### src/rtl/spi_slave_if_pkg.sv
// ============================================================
// spi_slave_if_pkg : shared types/constants for the SPI slave | rev 1.0
// ============================================================
`default_nettype none

package spi_slave_if_pkg;

  localparam int DATA_W_DEF = 8;
  localparam int WORD_W_DEF = DATA_W_DEF + 2;

  typedef enum logic [2:0] {
    IDLE      = 3'd0,
    CHK_CMD   = 3'd1,
    WRITE     = 3'd2,
    READ_ADD  = 3'd3,
    READ_DATA = 3'd4
  } state_e;

  // Sub-phase inside WRITE / READ_ADD / READ_DATA
  typedef enum logic [1:0] {
    PH_RX   = 2'd0,
    PH_WAIT = 2'd1,
    PH_TX   = 2'd2,
    PH_HOLD = 2'd3
  } phase_e;

  localparam logic [1:0] CMD_WR_ADDR = 2'b00;
  localparam logic [1:0] CMD_WR_DATA = 2'b01;
  localparam logic [1:0] CMD_RD_ADDR = 2'b10;
  localparam logic [1:0] CMD_RD_DATA = 2'b11;

endpackage

`default_nettype wire

### src/rtl/spi_shift_reg.sv
// ============================================================
// spi_shift_reg : SIPO / PISO shift register with bit counter | rev 1.0
// ============================================================
`default_nettype none

module spi_shift_reg #(
  parameter int W     = 8,
  parameter int CNT_W = $clog2(W + 1)
) (
  input  logic             clk,
  input  logic             rst_n,
  input  logic             clr_i,
  input  logic             load_i,
  input  logic             shift_en_i,
  input  logic             ser_i,
  input  logic [W-1:0]     par_i,
  output logic [W-1:0]     par_o,
  output logic             ser_o,
  output logic [CNT_W-1:0] cnt_o
);

  logic [W-1:0]     data_q;
  logic [CNT_W-1:0] cnt_q;

  // Clear only resets the counter; data is kept so a finished word stays readable.
  always_ff @(posedge clk) begin
    if (!rst_n) begin
      data_q <= '0;
      cnt_q  <= '0;
    end else if (clr_i) begin
      cnt_q  <= '0;
    end else if (load_i) begin
      data_q <= par_i;
      cnt_q  <= '0;
    end else if (shift_en_i) begin
      data_q <= {data_q[W-2:0], ser_i};
      cnt_q  <= cnt_q + 1'b1;
    end
  end

  assign par_o = data_q;
  assign ser_o = data_q[W-1];
  assign cnt_o = cnt_q;

endmodule

`default_nettype wire

### src/rtl/spi_slave_if.sv
// ============================================================
// spi_slave_if : SPI mode-0 slave serial front end (MOSI->word, data->MISO) | rev 1.0
// ============================================================
`default_nettype none

module spi_slave_if
  import spi_slave_if_pkg::*;
#(
  parameter int DATA_W = DATA_W_DEF,
  parameter int WORD_W = DATA_W + 2
) (
  input  logic              clk,
  input  logic              rst_n,
  input  logic              SS_n,
  input  logic              MOSI,
  output logic              MISO,
  output logic [WORD_W-1:0] rx_data,
  output logic              rx_valid,
  input  logic [DATA_W-1:0] tx_data,
  input  logic              tx_valid
);

  localparam int RX_CW = $clog2(WORD_W + 1);
  localparam int TX_CW = $clog2(DATA_W + 1);
  localparam logic [RX_CW-1:0] C_RX_FULL = RX_CW'(WORD_W);
  localparam logic [TX_CW-1:0] C_TX_LAST = TX_CW'(DATA_W - 1);

  state_e              state_q, state_d;
  phase_e              phase_q, phase_d;
  logic [WORD_W-1:0]   rx_data_q, rx_data_d;
  logic                rx_valid_q, rx_valid_d;
  logic                rd_addr_seen_q, rd_addr_seen_d;

  logic                rx_shift, rx_clr, tx_load, tx_shift, tx_clr;
  logic [WORD_W-1:0]   rx_word;
  logic                rx_ser;
  logic [RX_CW-1:0]    rx_cnt;
  logic [DATA_W-1:0]   tx_par;
  logic                tx_msb;
  logic [TX_CW-1:0]    tx_cnt;

  spi_shift_reg #(.W(WORD_W), .CNT_W(RX_CW)) u_rx (
    .clk       (clk),
    .rst_n     (rst_n),
    .clr_i     (rx_clr),
    .load_i    (1'b0),
    .shift_en_i(rx_shift),
    .ser_i     (MOSI),
    .par_i     ('0),
    .par_o     (rx_word),
    .ser_o     (rx_ser),
    .cnt_o     (rx_cnt)
  );

  spi_shift_reg #(.W(DATA_W), .CNT_W(TX_CW)) u_tx (
    .clk       (clk),
    .rst_n     (rst_n),
    .clr_i     (tx_clr),
    .load_i    (tx_load),
    .shift_en_i(tx_shift),
    .ser_i     (1'b0),
    .par_i     (tx_data),
    .par_o     (tx_par),
    .ser_o     (tx_msb),
    .cnt_o     (tx_cnt)
  );

  logic unused_sigs;
  assign unused_sigs = ^{rx_ser, tx_par};

  always_ff @(posedge clk) begin
    if (!rst_n) begin
      state_q        <= IDLE;
      phase_q        <= PH_RX;
      rx_data_q      <= '0;
      rx_valid_q     <= 1'b0;
      rd_addr_seen_q <= 1'b0;
    end else begin
      state_q        <= state_d;
      phase_q        <= phase_d;
      rx_data_q      <= rx_data_d;
      rx_valid_q     <= rx_valid_d;
      rd_addr_seen_q <= rd_addr_seen_d;
    end
  end

  always_comb begin
    state_d        = state_q;
    phase_d        = phase_q;
    rx_data_d      = rx_data_q;
    rx_valid_d     = 1'b0;
    rd_addr_seen_d = rd_addr_seen_q;
    rx_shift       = 1'b0;
    rx_clr         = 1'b0;
    tx_load        = 1'b0;
    tx_shift       = 1'b0;
    tx_clr         = 1'b0;

    // Deselect wins over everything: drop the partial word and any MISO shift.
    if (state_q != IDLE && SS_n) begin
      state_d = IDLE;
      phase_d = PH_RX;
      rx_clr  = 1'b1;
      tx_clr  = 1'b1;
    end else begin
      case (state_q)
        IDLE: begin
          phase_d = PH_RX;
          if (!SS_n) state_d = CHK_CMD;
        end
        CHK_CMD: begin
          rx_shift = 1'b1;
          if (!MOSI)               state_d = WRITE;
          else if (!rd_addr_seen_q) state_d = READ_ADD;
          else                      state_d = READ_DATA;
        end
        WRITE, READ_ADD, READ_DATA: begin
          case (phase_q)
            PH_RX: begin
              if (rx_cnt == C_RX_FULL) begin
                rx_data_d  = rx_word;
                rx_valid_d = 1'b1;
                rx_clr     = 1'b1;
                if (state_q == READ_ADD) rd_addr_seen_d = 1'b1;
                phase_d = (state_q == READ_DATA) ? PH_WAIT : PH_HOLD;
              end else begin
                rx_shift = 1'b1;
              end
            end
            PH_WAIT: begin
              if (tx_valid) begin
                tx_load = 1'b1;
                phase_d = PH_TX;
              end
            end
            PH_TX: begin
              tx_shift = 1'b1;
              if (tx_cnt == C_TX_LAST) begin
                phase_d        = PH_HOLD;
                rd_addr_seen_d = 1'b0;
              end
            end
            default: ;
          endcase
        end
        default: state_d = IDLE;
      endcase
    end
  end

  assign MISO     = (state_q == READ_DATA && phase_q == PH_TX) ? tx_msb : 1'b0;
  assign rx_data  = rx_data_q;
  assign rx_valid = rx_valid_q;

endmodule

`default_nettype wire
### config.mk
export PLATFORM = sky130hd
export DESIGN_NAME = spi_slave_if
export DESIGN_NICKNAME = d
export VERILOG_FILES = /design/src/rtl/spi_slave_if_pkg.sv /design/src/rtl/spi_shift_reg.sv /design/src/rtl/spi_slave_if.sv
export SDC_FILE = /design/constraint.sdc
export NUM_CORES = 1
export LEC_CHECK = 0
export ABC_AREA = 1
export CAP_MARGIN = 10
export CORE_ASPECT_RATIO = 0.9
export CORE_MARGIN = 2
export CORE_UTILIZATION = 56
export DETAILED_ROUTE_END_ITERATION = 12
export GPL_ROUTABILITY_DRIVEN = 0
export PLACE_DENSITY = 0.79
export SETUP_SLACK_MARGIN = 0.05
export SYNTH_ARGS = -nofsm -noshare
export SYNTH_HDL_FRONTEND = slang
export SYNTH_HIERARCHICAL = 1
export SYNTH_SLANG_ARGS = --single-unit
### constraint.sdc
create_clock -name clk -period 2.3 [get_ports clk]
set_input_delay 0.345 -clock clk [delete_from_list [all_inputs] [get_ports clk]]
set_output_delay 0.345 -clock clk [all_outputs]
set_load 0.02 [all_outputs]
# After elaboration in Yosys (flattened, before gate mapping)
# Index checks and enable logic that the tools add are counted.
# op_classes
add_sub_neg	2
reduce_logical	18
n_mux	33
bitwise	5
n_eq_ne	16
# ops
operator	count
1-bit two-way mux	19
8-bit two-way mux	2
3-bit two-way mux	3
3-bit inequality test, second input constant	3
3-bit one-hot mux with 3 select lines	1
4-bit by 1-bit adder with 4-bit output, second input constant	2
2-bit two-way mux	4
2-bit inequality test, second input constant	4
3-bit by 2-bit equality test with 1-bit output, second input constant	2
2-bit one-hot mux with 3 select lines	1
2-bit AND reduction	3
6-bit AND reduction	1
2-bit nonzero test	3
3-bit OR reduction	2
1-bit inverter	5
5-bit AND reduction	1
4-bit by 3-bit equality test with 1-bit output, second input constant	1
4-bit equality test, second input constant	1
4-bit by 2-bit inequality test with 1-bit output, second input constant	1
1-bit one-hot mux with 2 select lines	2
2-bit one-hot mux with 2 select lines	1
4-bit AND reduction	1
2-bit OR reduction	2
3-bit by 1-bit equality test with 1-bit output, second input constant	1
other kinds (7)	8
# word_totals
input_bits	13
output_inout_bits	12
ff_bits	43
word_cells	83

# Depth between registers and ports, before layout
# depth
depth_word	7
depth_mapped	12

# By module
# Netlist, hierarchy kept.
# modules_own_cells
module	seq_area_each_um2	cells_per_inst	instances	area_per_inst_um2
spi_slave_if	340.3	138	1	967.2
spi_shift_reg (u_rx)	280.3	109	1	705.7
spi_shift_reg (u_tx)	240.2	93	1	624.3

# Worst setup path before layout
# Ideal clock, no wire load.
# synth_path
path_kind	reg-to-reg
start	register state_q[0]
end	register u_tx.data_q[1], in the netlist u_tx/par_o[1]
t_arrival_ps	1509
required_ps	2187
path_slack_ps	679
path_buffers	1
stages_incl_launch_ff	10
path_cell_list	dfxtp_1 nor2_1 nand2_2 nand2_4 nand2_2 nor2_1 o21ai_4 buf_6 nor2_1 nor2_1
# synth_via
elab_chain_cells	6
elab_cells_between_ends	15
classes_between	eq/ne (3); mux (6); bitwise (1); reduce/logical (5)
# synth_lines
element	line_no	text
start: declaration	spi_slave_if.sv:28	state_e state_q, state_d;
start signal: assignment	spi_slave_if.sv:79	state_q <= state_d;
3-bit by 2-bit equality test with 1-bit output or 3-bit equality test (tied branches)	spi_slave_if.sv:106	case (state_q)
3-bit OR reduction	spi_slave_if.sv:106	
1-bit two-way mux	spi_slave_if.sv:106	
1-bit two-way mux (*)	spi_slave_if.sv:100	if (state_q != IDLE && SS_n) begin
via tx_shift	spi_slave_if.sv:34	logic rx_shift, rx_clr, tx_load, tx_shift, tx_clr;
2-bit nonzero test (no source line) (*)	n/a	
2-bit AND reduction (no source line) (*)	n/a	
end signal: assignment	spi_shift_reg.sv:33	data_q <= par_i;
end signal: assignment	spi_shift_reg.sv:36	data_q <= {data_q[W-2:0], ser_i};
end: declaration	spi_shift_reg.sv:22	logic [W-1:0] data_q;
# The timed path passes the listed nets; every way through them passes the cells marked *.
# A chain may end at the register's enable or synchronous reset.

# Worst setup path after layout
# layout_path
start	register phase_q[0]
end	output port MISO
# layout_via
elab_chain_cells	3
# layout_lines
element	line_no	text
start: declaration	spi_slave_if.sv:29	phase_e phase_q, phase_d;
start signal: assignment	spi_slave_if.sv:80	phase_q <= phase_d;
2-bit equality test	spi_slave_if.sv:151	assign MISO = (state_q == READ_DATA && phase_q == PH_TX) ? tx_msb : 1'b0;
1-bit logical AND	spi_slave_if.sv:151	
1-bit two-way mux	spi_slave_if.sv:151	
end: declaration	spi_slave_if.sv:16	output logic MISO,
# No other way between the ends.

==> results.md <==
- Pwr dens: around 630 nW/µm²
- Maxcap violations: 0
- Fmax: between 0.4 and 0.5 GHz
- DR WL met2: about 1.8 mm
- Initial antenna violation count: 0
- Final period util: 0.9254
- Synthesized area per cell: a little under 7 µm²
- Worst VDD drop: roughly 500 µV
- Commonest non-fill, non-tap cell in the layout: nand2_1
- CP endpoint: MISO
- Most frequent cells in the layout: nand2_1, nor2_1, inv_1
- Pre-CTS setup slack: between 0.2 and 0.3 ns
- IO Count: 25
- CP Capture Type: primary output
- Post-CTS sizing: 0
- Setup CP Type: register to primary output
- Nets@finish: ~390
- Final wirelength: 4.130 mm
- Post-Syn Area: 2290 µm²
- H-tree depth: 2
- Antenna-violating nets left: 0
- Fin Setup TNS: 0 ns
- Total CTS buffers: 5
- CTS Hold Bufs: 0
- Worst relative slew slack: 0.6431
- Met3 wire length: between 150 and 200 µm
- CTS Buffer Depth: 2
- Met1 Wirelength: about 2.1 mm
- Leak: ~1.2 nW
- Reg2reg end: u_tx/cnt_o[3]
- Mapped Cells: between 300 and 400
- Die width: around 70 µm
- Setup Buffers After CTS: 0
- Die Footprint: between 4000 and 5000 µm²
- Skew-Pair Late Insertion Delay: 0.29 ns
- Synth warnings: 6
- # DRC: 0
- Clk root buf: clkbuf_8
- Share of post-route cells with drive strength above 1: 0.07979
- Final Hold Vio Count: 0
- Unrepaired setup endpoints after global routing: false
- Clock sinks: 43
- Worst-path fanout max: 5
- Crit path required time: just under 2 ns
- Detailed-route via count: 1,988
- Crit path DAT: between 1.5 and 2 ns
- Status: completed
- Total gr overflow: 0
- Final Slew Violations: 0
- First-pass GRT wire length: ~7.3 mm
- Worst reg-to-reg setup slack: between 0.4 and 0.5 ns
- Inserted Diodes: 0
- Final worst slack: roughly 0.17 ns
- TritonCTS clock tree: yes
- Total GRT Usage: 0.1948
- Startpoint Class: register
- Clk pin slew, worst setup/hold paths: around 0.080 ns
- Tmin final: approximately 2.1 ns
- Synthesis-to-finish area growth: 15.41%
- Port bufs: 24
- Worst Clk Skew: about 0.0083 ns
- Initial Util: 0.5737
- CORE AREA: 3991 µm²
- Pin count of the biggest net entering global routing: 33
- Via-to-Cell Ratio: between 4 and 5
- Top Metal Used: met4
- Avg WL per Cell: ~10 µm
- TritonRoute pass-1 iters: 5
- Worst Tran Pin Value: 0.5334 ns
- Worst setup startpoint: phase_q[0]
- Reg2reg start: state_q[1]
- Die Span Y: between 60 and 70 µm
- Site Rows: 22
- Vias in the first global route: 1,770
- Min-delay worst type: register to register
- Detail Placement HPWL: approximately 3.0 mm
- Worst reg-to-reg path cell count: 9
- Final Setup Violations: 0
- DRT iter0 DRCs: ~80
critical path, cell delays in order, from the launching register on:
cell             delay [ns]
dfxtp_1                0.35
inv_1                  0.09
ha_1                   0.25
nand2_1                0.07
nor2_1                 0.12
clkdlybuf4s50_1        0.61
metal layers:
| layer | vias up | track usage |
|---|---|---|
| met3 | 5 | 0.04199 |
| met4 | 0 | 0.07311 |
| met5 | - | 0 |
| li1 | 1092 | - |
| met2 | 37 | 0.3137 |
| met1 | 854 | 0.2558 |
flip-flops by register name (all words and copies together) (netlist names):
| name | cells |
|---|---|
| phase_q | 2 |
| rd_addr_seen_q | 1 |
| rx_data | 10 |
| rx_valid | 1 |
| state_q | 3 |
| u_rx/cnt_o | 4 |
| u_rx/par_o | 10 |
| u_tx/cnt_o | 4 |
| u_tx/par_o | 8 |
area by class of cell:
class	count	area (µm²)
clock buffer	7	76.32
clock inverter	1	5.005
fill	356	1349
inverter	49	183.9
multi-input combinational	248	1186
sequential	43	860.8
tap	48	60.06
timing repair buffer	28	270.3
through the flow:
step | std cells | total power, mW | utilization | area (µm²) | hold WS (ns)
6_report | 424 | 1.667 | 0.6621 | 2643 | 0.4477
5_1_grt | 424 | 1.772 | 0.6621 | 2643 | 0.4755
4_1_cts | 424 | 1.674 | 0.6621 | 2643 | 0.4547
3_5_place_dp | 416 | 1.217 | 0.6417 | 2561 | 0.4415
3_3_place_gp | 416 | 1.206 | 0.6417 | 2561 | 0.4368
2_1_floorplan | 353 | 1.146 | - | 2342 | 0.4625
power by group:
part	switching, mW	internal [mW]	leakage (nW)
registers	0.0301	0.794	0.349
logic	0.236	0.145	0.784
clock network	0.248	0.213	0.0422
worst min path at each step:
stage,start,endpoint,slack [ns],cells past startpoint
after floorplan,u_rx/cnt_o[3],u_rx/cnt_o[3],0.46,2
after global placement,rx_data[9],rx_data[9],0.44,2
after detailed placement,rx_data[9],rx_data[9],0.44,2
after CTS,rx_data[5],rx_data[5],0.45,2
after global routing,rx_data[6],rx_data[6],0.48,2
final,rx_data[5],rx_data[5],0.45,2
No activity file was read; power rests on OpenSTA's default activity.
